## config.mk

```make
export PLATFORM = sky130hd
export DESIGN_NAME = baud_cfg_ctrl
export DESIGN_NICKNAME = d
export VERILOG_FILES = /design/src/rtl/baud_pkg.sv /design/src/rtl/baud_cfg_ctrl.sv
export SDC_FILE = /design/constraint.sdc
export NUM_CORES = 1
export LEC_CHECK = 0
export ABC_AREA = 1
export CAP_MARGIN = 20
export CORE_MARGIN = 2
export CORE_UTILIZATION = 30
export CTS_BUF_LIST = sky130_fd_sc_hd__clkbuf_16
export CTS_CLUSTER_SIZE = 10
export DETAILED_ROUTE_END_ITERATION = 7
export PLACE_DENSITY_LB_ADDON = 0.05
export SLEW_MARGIN = 20
export SYNTH_ARGS = -nofsm -noshare
export SYNTH_HDL_FRONTEND = slang
export SYNTH_SLANG_ARGS = --single-unit
```

## constraint.sdc

```tcl
create_clock -name clk -period 1.5 [get_ports clk]
set_input_delay 0.375 -clock clk [delete_from_list [all_inputs] [get_ports clk]]
set_output_delay 0.375 -clock clk [all_outputs]
set_load 0.1 [all_outputs]
```

## src/rtl/baud_pkg.sv

```systemverilog
// ---------------------------------------------------------------------------
// baud_pkg
//   Shared definitions for the baud-rate change sequencer.
//   - BC select codes understood by the UART baud generator (BC_MAX is the
//     highest legal code; anything above it is rejected).
//   - State encoding of the change-sequencing FSM, exported on the debug port.
// ---------------------------------------------------------------------------
package baud_pkg;

  localparam logic [2:0] BC_9600   = 3'd0;
  localparam logic [2:0] BC_19200  = 3'd1;
  localparam logic [2:0] BC_38400  = 3'd2;
  localparam logic [2:0] BC_57600  = 3'd3;
  localparam logic [2:0] BC_115200 = 3'd4;
  localparam logic [2:0] BC_MAX    = BC_115200;

  typedef enum logic [2:0] {
    ST_IDLE   = 3'd0,
    ST_CHECK  = 3'd1,
    ST_DRAIN  = 3'd2,
    ST_APPLY  = 3'd3,
    ST_SETTLE = 3'd4
  } baud_state_e;

endpackage

```

## src/rtl/baud_cfg_ctrl.sv

```systemverilog
// ---------------------------------------------------------------------------
// baud_cfg_ctrl
//   Sequences a run-time baud-rate change: accepts a request, checks it,
//   holds the TX/RX framers off new frames until the link is idle, drives the
//   new BC code to the baud generator and waits for its tick to settle.
//
// Handshake: a request transfers on a rising clk edge where req_valid and
//   req_ready are both high. req_ready is high only while the FSM is idle;
//   req_valid with req_ready low is ignored (nothing is queued).
//
// Ports
//   clk        in   system clock
//   rst        in   synchronous, active-high reset
//   req_valid  in   change request valid
//   req_bc     in   requested BC code (3 bits)
//   req_ready  out  high only in IDLE
//   tx_busy    in   transmitter mid-frame
//   rx_busy    in   receiver mid-frame
//   baud_tick  in   1-cycle tick from the baud generator
//   hold       out  framers must not start new frames while high
//   bc_out     out  registered BC select to the baud generator
//   done       out  1-cycle pulse: request completed (also same-code no-op)
//   err        out  1-cycle pulse: request rejected or aborted
//   dbg_state  out  current FSM state (baud_state_e encoding)
//
// Configuration macro
//   BAUD_TIMEOUT_EN  when defined, DRAIN aborts with err after TIMEOUT_CYC
//                    clk cycles of a busy link; otherwise DRAIN waits forever.
// ---------------------------------------------------------------------------
module baud_cfg_ctrl
  import baud_pkg::*;
#(
  parameter logic [2:0] RESET_BC     = BC_9600,
  parameter int         SETTLE_TICKS = 2,
  parameter int         TIMEOUT_CYC  = 2**20
) (
  input  logic       clk,
  input  logic       rst,
  input  logic       req_valid,
  input  logic [2:0] req_bc,
  output logic       req_ready,
  input  logic       tx_busy,
  input  logic       rx_busy,
  input  logic       baud_tick,
  output logic       hold,
  output logic [2:0] bc_out,
  output logic       done,
  output logic       err,
  output logic [2:0] dbg_state
);

  // Elaboration-time guard on the parameter ranges.
  if (SETTLE_TICKS < 1 || SETTLE_TICKS > 15 || TIMEOUT_CYC < 2) begin : g_bad_param
    $error("baud_cfg_ctrl: SETTLE_TICKS must be 1..15 and TIMEOUT_CYC >= 2");
  end

  localparam logic [3:0] SETTLE_LAST = 4'(SETTLE_TICKS - 1);

`ifdef BAUD_TIMEOUT_EN
  localparam int            TW      = $clog2(TIMEOUT_CYC);
  localparam logic [TW-1:0] TO_LAST = TW'(TIMEOUT_CYC - 1);
  logic [TW-1:0] drain_cnt;
`endif

  baud_state_e state;
  logic [2:0]  pend_bc;
  logic [3:0]  settle_cnt;
  logic        link_busy;

  assign link_busy = tx_busy | rx_busy;
  assign req_ready = (state == ST_IDLE);
  assign dbg_state = state;

  always_ff @(posedge clk) begin
    if (rst) begin
      state      <= ST_IDLE;
      pend_bc    <= RESET_BC;
      settle_cnt <= 4'd0;
      hold       <= 1'b0;
      bc_out     <= RESET_BC;
      done       <= 1'b0;
      err        <= 1'b0;
`ifdef BAUD_TIMEOUT_EN
      drain_cnt  <= '0;
`endif
    end else begin
      // done/err are single-cycle pulses unless re-armed below.
      done <= 1'b0;
      err  <= 1'b0;
      case (state)
        ST_IDLE: begin
          if (req_valid) begin
            pend_bc <= req_bc;
            state   <= ST_CHECK;
          end
        end

        ST_CHECK: begin
          if (pend_bc > BC_MAX) begin
            err   <= 1'b1;
            state <= ST_IDLE;
          end else if (pend_bc == bc_out) begin
            // Nothing to change: complete without disturbing the framers.
            done  <= 1'b1;
            state <= ST_IDLE;
          end else begin
            hold  <= 1'b1;
            state <= ST_DRAIN;
`ifdef BAUD_TIMEOUT_EN
            drain_cnt <= '0;
`endif
          end
        end

        ST_DRAIN: begin
          // A frame that started as hold rose is still reported busy here,
          // so it is allowed to finish before the code changes.
          if (!link_busy) begin
            bc_out     <= pend_bc;
            settle_cnt <= 4'd0;
            state      <= ST_APPLY;
          end
`ifdef BAUD_TIMEOUT_EN
          else if (drain_cnt == TO_LAST) begin
            err   <= 1'b1;
            hold  <= 1'b0;
            state <= ST_IDLE;
          end else begin
            drain_cnt <= drain_cnt + 1'b1;
          end
`endif
        end

        ST_APPLY: begin
          // The new code is on bc_out this cycle; a tick seen now still
          // belongs to the old rate and is not counted.
          settle_cnt <= 4'd0;
          state      <= ST_SETTLE;
        end

        ST_SETTLE: begin
          // No clk timeout: the generator may wrap its stale counter and
          // take up to 512 clk to produce the first tick at the new rate.
          if (baud_tick) begin
            if (settle_cnt == SETTLE_LAST) begin
              done  <= 1'b1;
              hold  <= 1'b0;
              state <= ST_IDLE;
            end else if (settle_cnt != 4'hF) begin
              settle_cnt <= settle_cnt + 4'd1;
            end
          end
        end

        default: begin
          hold  <= 1'b0;
          state <= ST_IDLE;
        end
      endcase
    end
  end

endmodule

```

## Yosys cells after proc, flatten, opt, wreduce, memory -nomap -nowiden

Cells that the tools add are included.

- Register bits: 16
- Output and inout port bits: 10
- Word-level logic and storage cells: 60

- $add $sub $neg: 1
- Magnitude comparators: 1
- Eq/ne operators: 15
- Multiplexer cells: 23
- Bitwise logic cells: 4
- Reductions and logical operators: 9

Operators with widths:

| operator | number |
|---|---|
| 2-to-1 mux 4 bit | 4 |
| inequality test 2 bit, second input constant | 8 |
| case mux 3 bit (5 select lines) | 1 |
| 2-to-1 mux 3 bit | 4 |
| case mux 4 bit (3 select lines) | 1 |
| AND reduction 5 bit | 2 |
| 2-to-1 mux 1 bit | 9 |
| == test 3 x 2 -> 1 bit, second input constant | 2 |
| adder 4 x 1 -> 4 bit, second input constant | 1 |
| == test 4 x 1 -> 1 bit, second input constant | 1 |
| 2-to-1 mux 2 bit | 2 |
| inequality test 4 bit, second input constant | 1 |
| AND reduction 2 bit | 2 |
| AND reduction 4 bit | 1 |
| == test 3 x 1 -> 1 bit, second input constant | 1 |
| == test 3 bit | 1 |
| == test 3 bit, second input constant | 1 |
| greater-than comparator 3 bit, second input constant | 1 |
| logical NOT 3 bit | 1 |
| inverter 1 bit | 3 |
| case mux 1 bit (3 select lines) | 1 |
| nonzero test 3 bit | 1 |
| OR reduction 3 bit | 1 |
| case mux 1 bit (2 select lines) | 1 |
| other kinds (2) | 2 |

## Logic depth before layout (Yosys ltp)

- Depth in word-level cells: 5
- Mapped depth: 9
- Depth with buffers taken out: 9

## Least setup slack after synthesis

Ideal clock, no wire load.

- Kind: register to register
- Start point: reg state[2] (netlist: dbg_state[2])
- End point: reg pend_bc[1]
- Library setup time: 0.124 ns
- Arrival: 2.887 ns
- Setup slack: -1.511 ns
- Stages on the path, launching flop included: 7
- Clock period less this slack: 3.011 ns
- Cell sequence: dfxtp_1 inv_2 nand2_4 nor2_1 nand2_1 o21ai_0 a21oi_1

- Word-level cells in the longest chain between the ends: 2

Ends and longest elaborated chain:

| element | RTL line | source |
|---|---|---|
| start, declared | baud_cfg_ctrl.sv:65 | `baud_state_e state;` |
| start signal, assigned | baud_cfg_ctrl.sv:76 | `state <= ST_IDLE;` |
| start signal, assigned | baud_cfg_ctrl.sv:94 | `state <= ST_CHECK;` |
| start signal, assigned | baud_cfg_ctrl.sv:101 | `state <= ST_IDLE;` |
| logical NOT 3 bit | -- |  |
| via req_ready | baud_cfg_ctrl.sv:41 | `output logic req_ready,` |
| AND reduction 2 bit (no line) | -- |  |
| end signal, assigned | baud_cfg_ctrl.sv:93 | `pend_bc <= req_bc;` |
| end, declared | baud_cfg_ctrl.sv:66 | `logic [2:0] pend_bc;` |

The timed path passes the listed nets, and every way through them passes these cells.
A chain may end at the register's enable or synchronous reset.

## Worst setup path in the final report

- Start point: reg state[2] (netlist: dbg_state[2])
- End point: out req_ready

- Word-level cells in the longest chain between the ends: 1

Ends and longest elaborated chain:

| element | RTL line | source |
|---|---|---|
| logical NOT 3 bit | baud_cfg_ctrl.sv:71 | `assign req_ready = (state == ST_IDLE);` |
| end, declared | baud_cfg_ctrl.sv:41 |  |

No other way between the ends.

==> flow_summary.ini <==
[final_layout]
nets = 163
drive_gt1_share_pct = 23.2
synthToLayoutAreaGrowth_pct = 53.1
design_area_mm2 = 0.00130
num_antenna_cells = 0
fin_util_pct = 47.6

[floorplanning]
initial_core_util_pct = 31.1
dieArea_mm2 = 0.00328
io_pins = 19
fp.dieW_um = 57.3
die_h_um = 57.3
core-area_mm2 = 0.00273
std_cell_rows = 19

[worst_setup_path]
crit_arrival_ps = 1100
cp_max_fo = 4
end_kind = output pin
worstSetupPathType = reg -> out
worstSetupStartpointType = flop
rr_worst_depth = 7
crit_required_ps = 1120

[timing]
drv_slew = 0
max_slew_margin_pct = 83.4
finClkSkew_ps = 2.02
worstMarginPinSlew_ps = 249
rsz0062_at_grt = no
fmax_mhz = 680
min_period_ps = 1470
finalCritPeriodShare_pct = 98.1
finalSetupViolCount = 0
hold_viol_final = 0

[clock_network]
path_clk_slew_ps = 50
cts_made_buffers = 3
cts.sinks = 16
hold_buffers = 0
clk_root_buffer_cell = clkbuf_16
tritoncts = built
h-tree-depth = 1
cts_buffer_depth = 2
clkLatencyLatePin_ps = 250

[hold_path]
min_delay_path_depth = 2
holdCritPathClass = reg -> reg

[detailed_routing]
avgRoutedWirePerCell_um = 10.7
routed_wl_um = 1950
remaining_drc_errors = 0
firstDrtPassIters = 4
drt-initial-drc-count = 43
antenna_left = 0
via_per_inst = 4.75
vias = 864

[synthesis]
yosysWarningCount = 0
synth_area_um2 = 851
syn_avg_cell_area_um2 = 6.75
synthCells = 126
ys_seq_area_share_pct = 37.6
synth.top_cells.by_area = dfxtp_1, nand2_1, inv_1, a21oi_1, nor2_1
synth_largest_area_cell = dfxtp_1
syn_nets = 137
synth-seq-cells = 16
synth.distinct_cells = 22
synth_top_area_share_pct = 37.6

[status]
status = finished clean

[global_route]
track_usage_pct = 13.6
overflow = 0
grt_pass1_vias = 770
grt_max_degree = 10
grt_antenna_before_repair = 0
grt_pass1_wl_um = 3370

[job]
drv_cap = 0

[placed_design]
dpl.hpwl_um = 1460
routabilityCongestion = 0.714
portBuffers = 18
place_area_mm2 = 0.00120

[pwr]
cellPowerDensity_mw_per_mm2 = 1220
total_leakage_power_nw = 0.545
max-vdd-ir-drop_mv = 0.721
p_total_w = 0.00160
final timing paths:
| check | from | to | slack [ps] |
|---|---|---|---|
| worst max-delay path | dbg_state[2] | req_ready | 30 |
| worst min-delay path | bc_out[0] | bc_out[0] | 480 |
| worst max register to register | settle_cnt[0] | settle_cnt[2] | 200 |
| worst min register to register | bc_out[0] | bc_out[0] | 480 |
Yosys cell counts:
cell type,count
nand2_1,31
inv_1,17
dfxtp_1,16
nor2_1,16
a21oi_1,12
nand3_1,8
o21ai_0,5
nand4_1,3
ha_1,2
inv_2,2
nand2_4,2
nand3_2,2
buf_1,1
nand2_2,1
nand3b_1,1
nor2_2,1
nor2_4,1
nor3_1,1
o31ai_1,1
or2_1,1
xnor2_1,1
xor2_1,1
metal layers:
layer	track usage, %	wire [um]
met2	19.7	848
met3	3.85	110
met5	0	0
met1	17.6	936
met4	8.97	58
layout make-up:
| type | instances | area [um^2] |
|---|---|---|
| multi-input cells | 90 | 465 |
| inverters | 19 | 76.3 |
| clock buffers | 3 | 75.1 |
| clock inverters | 1 | 3.75 |
| flip-flops and latches | 16 | 333 |
| repair buffers | 22 | 310 |
| fillers | 265 | 1430 |
| well taps | 31 | 38.8 |
state kept, by name, summed over array words and instances, names as in the netlist:
name	cells
bc_out	3
dbg_state	3
done	1
settle_cnt	4
pend_bc	3
err	1
hold	1
stage by stage:
| step | std cells | hold WS (ps) | TNS, ps | setup slack (ps) |
|---|---|---|---|---|
| 3_3_place_gp | 175 | 468 | 0 | 48.5 |
| 2_1_floorplan | 126 | 468 | -331 | -109 |
| 6_report | 182 | 481 | 0 | 29.2 |
| 4_1_cts | 179 | 485 | 0 | 8.43 |
| 3_5_place_dp | 175 | 474 | 0 | 52.2 |
| 5_1_grt | 182 | 523 | 0 | 0.0532 |
cell families (layout without fill, tap and decap cells):
group	Yosys count	count (layout)	share of synthesized area [%]
AND/OR/NAND/NOR	68	68	37.6
XOR/XNOR	2	2	2.06
flip-flops	16	16	37.6
adder cells (fa/ha/maj)	2	2	2.94
AO/OA/AOI/OAI	18	18	10.9
buffers and inverters	20	45	8.82
placed cells by master, fill, tap and decap left out:
master,count
nand2_1,30
inv_1,16
nor2_1,15
a21oi_1,12
dfxtp_1,10
buf_12,10
nand3_1,8
clkdlybuf4s50_1,8
dfxtp_2,4
buf_4,4
nand4_1,3
o21ai_0,3
clkbuf_16,3
inv_4,2
nand2_4,2
nor2_4,2
nand2_2,2
o21ai_1,2
nand3_2,2
ha_1,2
dfxtp_4,2
inv_2,1
o31ai_1,1
nor3_1,1
nor2_2,1
xnor2_1,1
or2_1,1
xor2_1,1
nand3b_1,1
clkinv_1,1
timing repair:
item,CTS,global route
setup buffers,0,3
endpoints found under the hold margin,0,0
gates resized for setup,0,1
endpoints found under the setup margin,1,1
pin swaps,1,2
worst max-delay path: stages, from the launching register on:
cell,delay [ps]
dfxtp_4,360
inv_4,70
nand2_4,70
nor2_4,160
buf_12,190
where the power goes:
part	internal, W	leakage [nW]	total, W	switching, W
Clock	0.000354	0.0385	0.000530	0.000175
Combinational	0.000201	0.373	0.000550	0.000349
Sequential	0.000466	0.134	0.000516	0.0000500
Total	0.00102	0.545	0.00160	0.000574
Note: power is estimated with default switching activity, not from simulation.
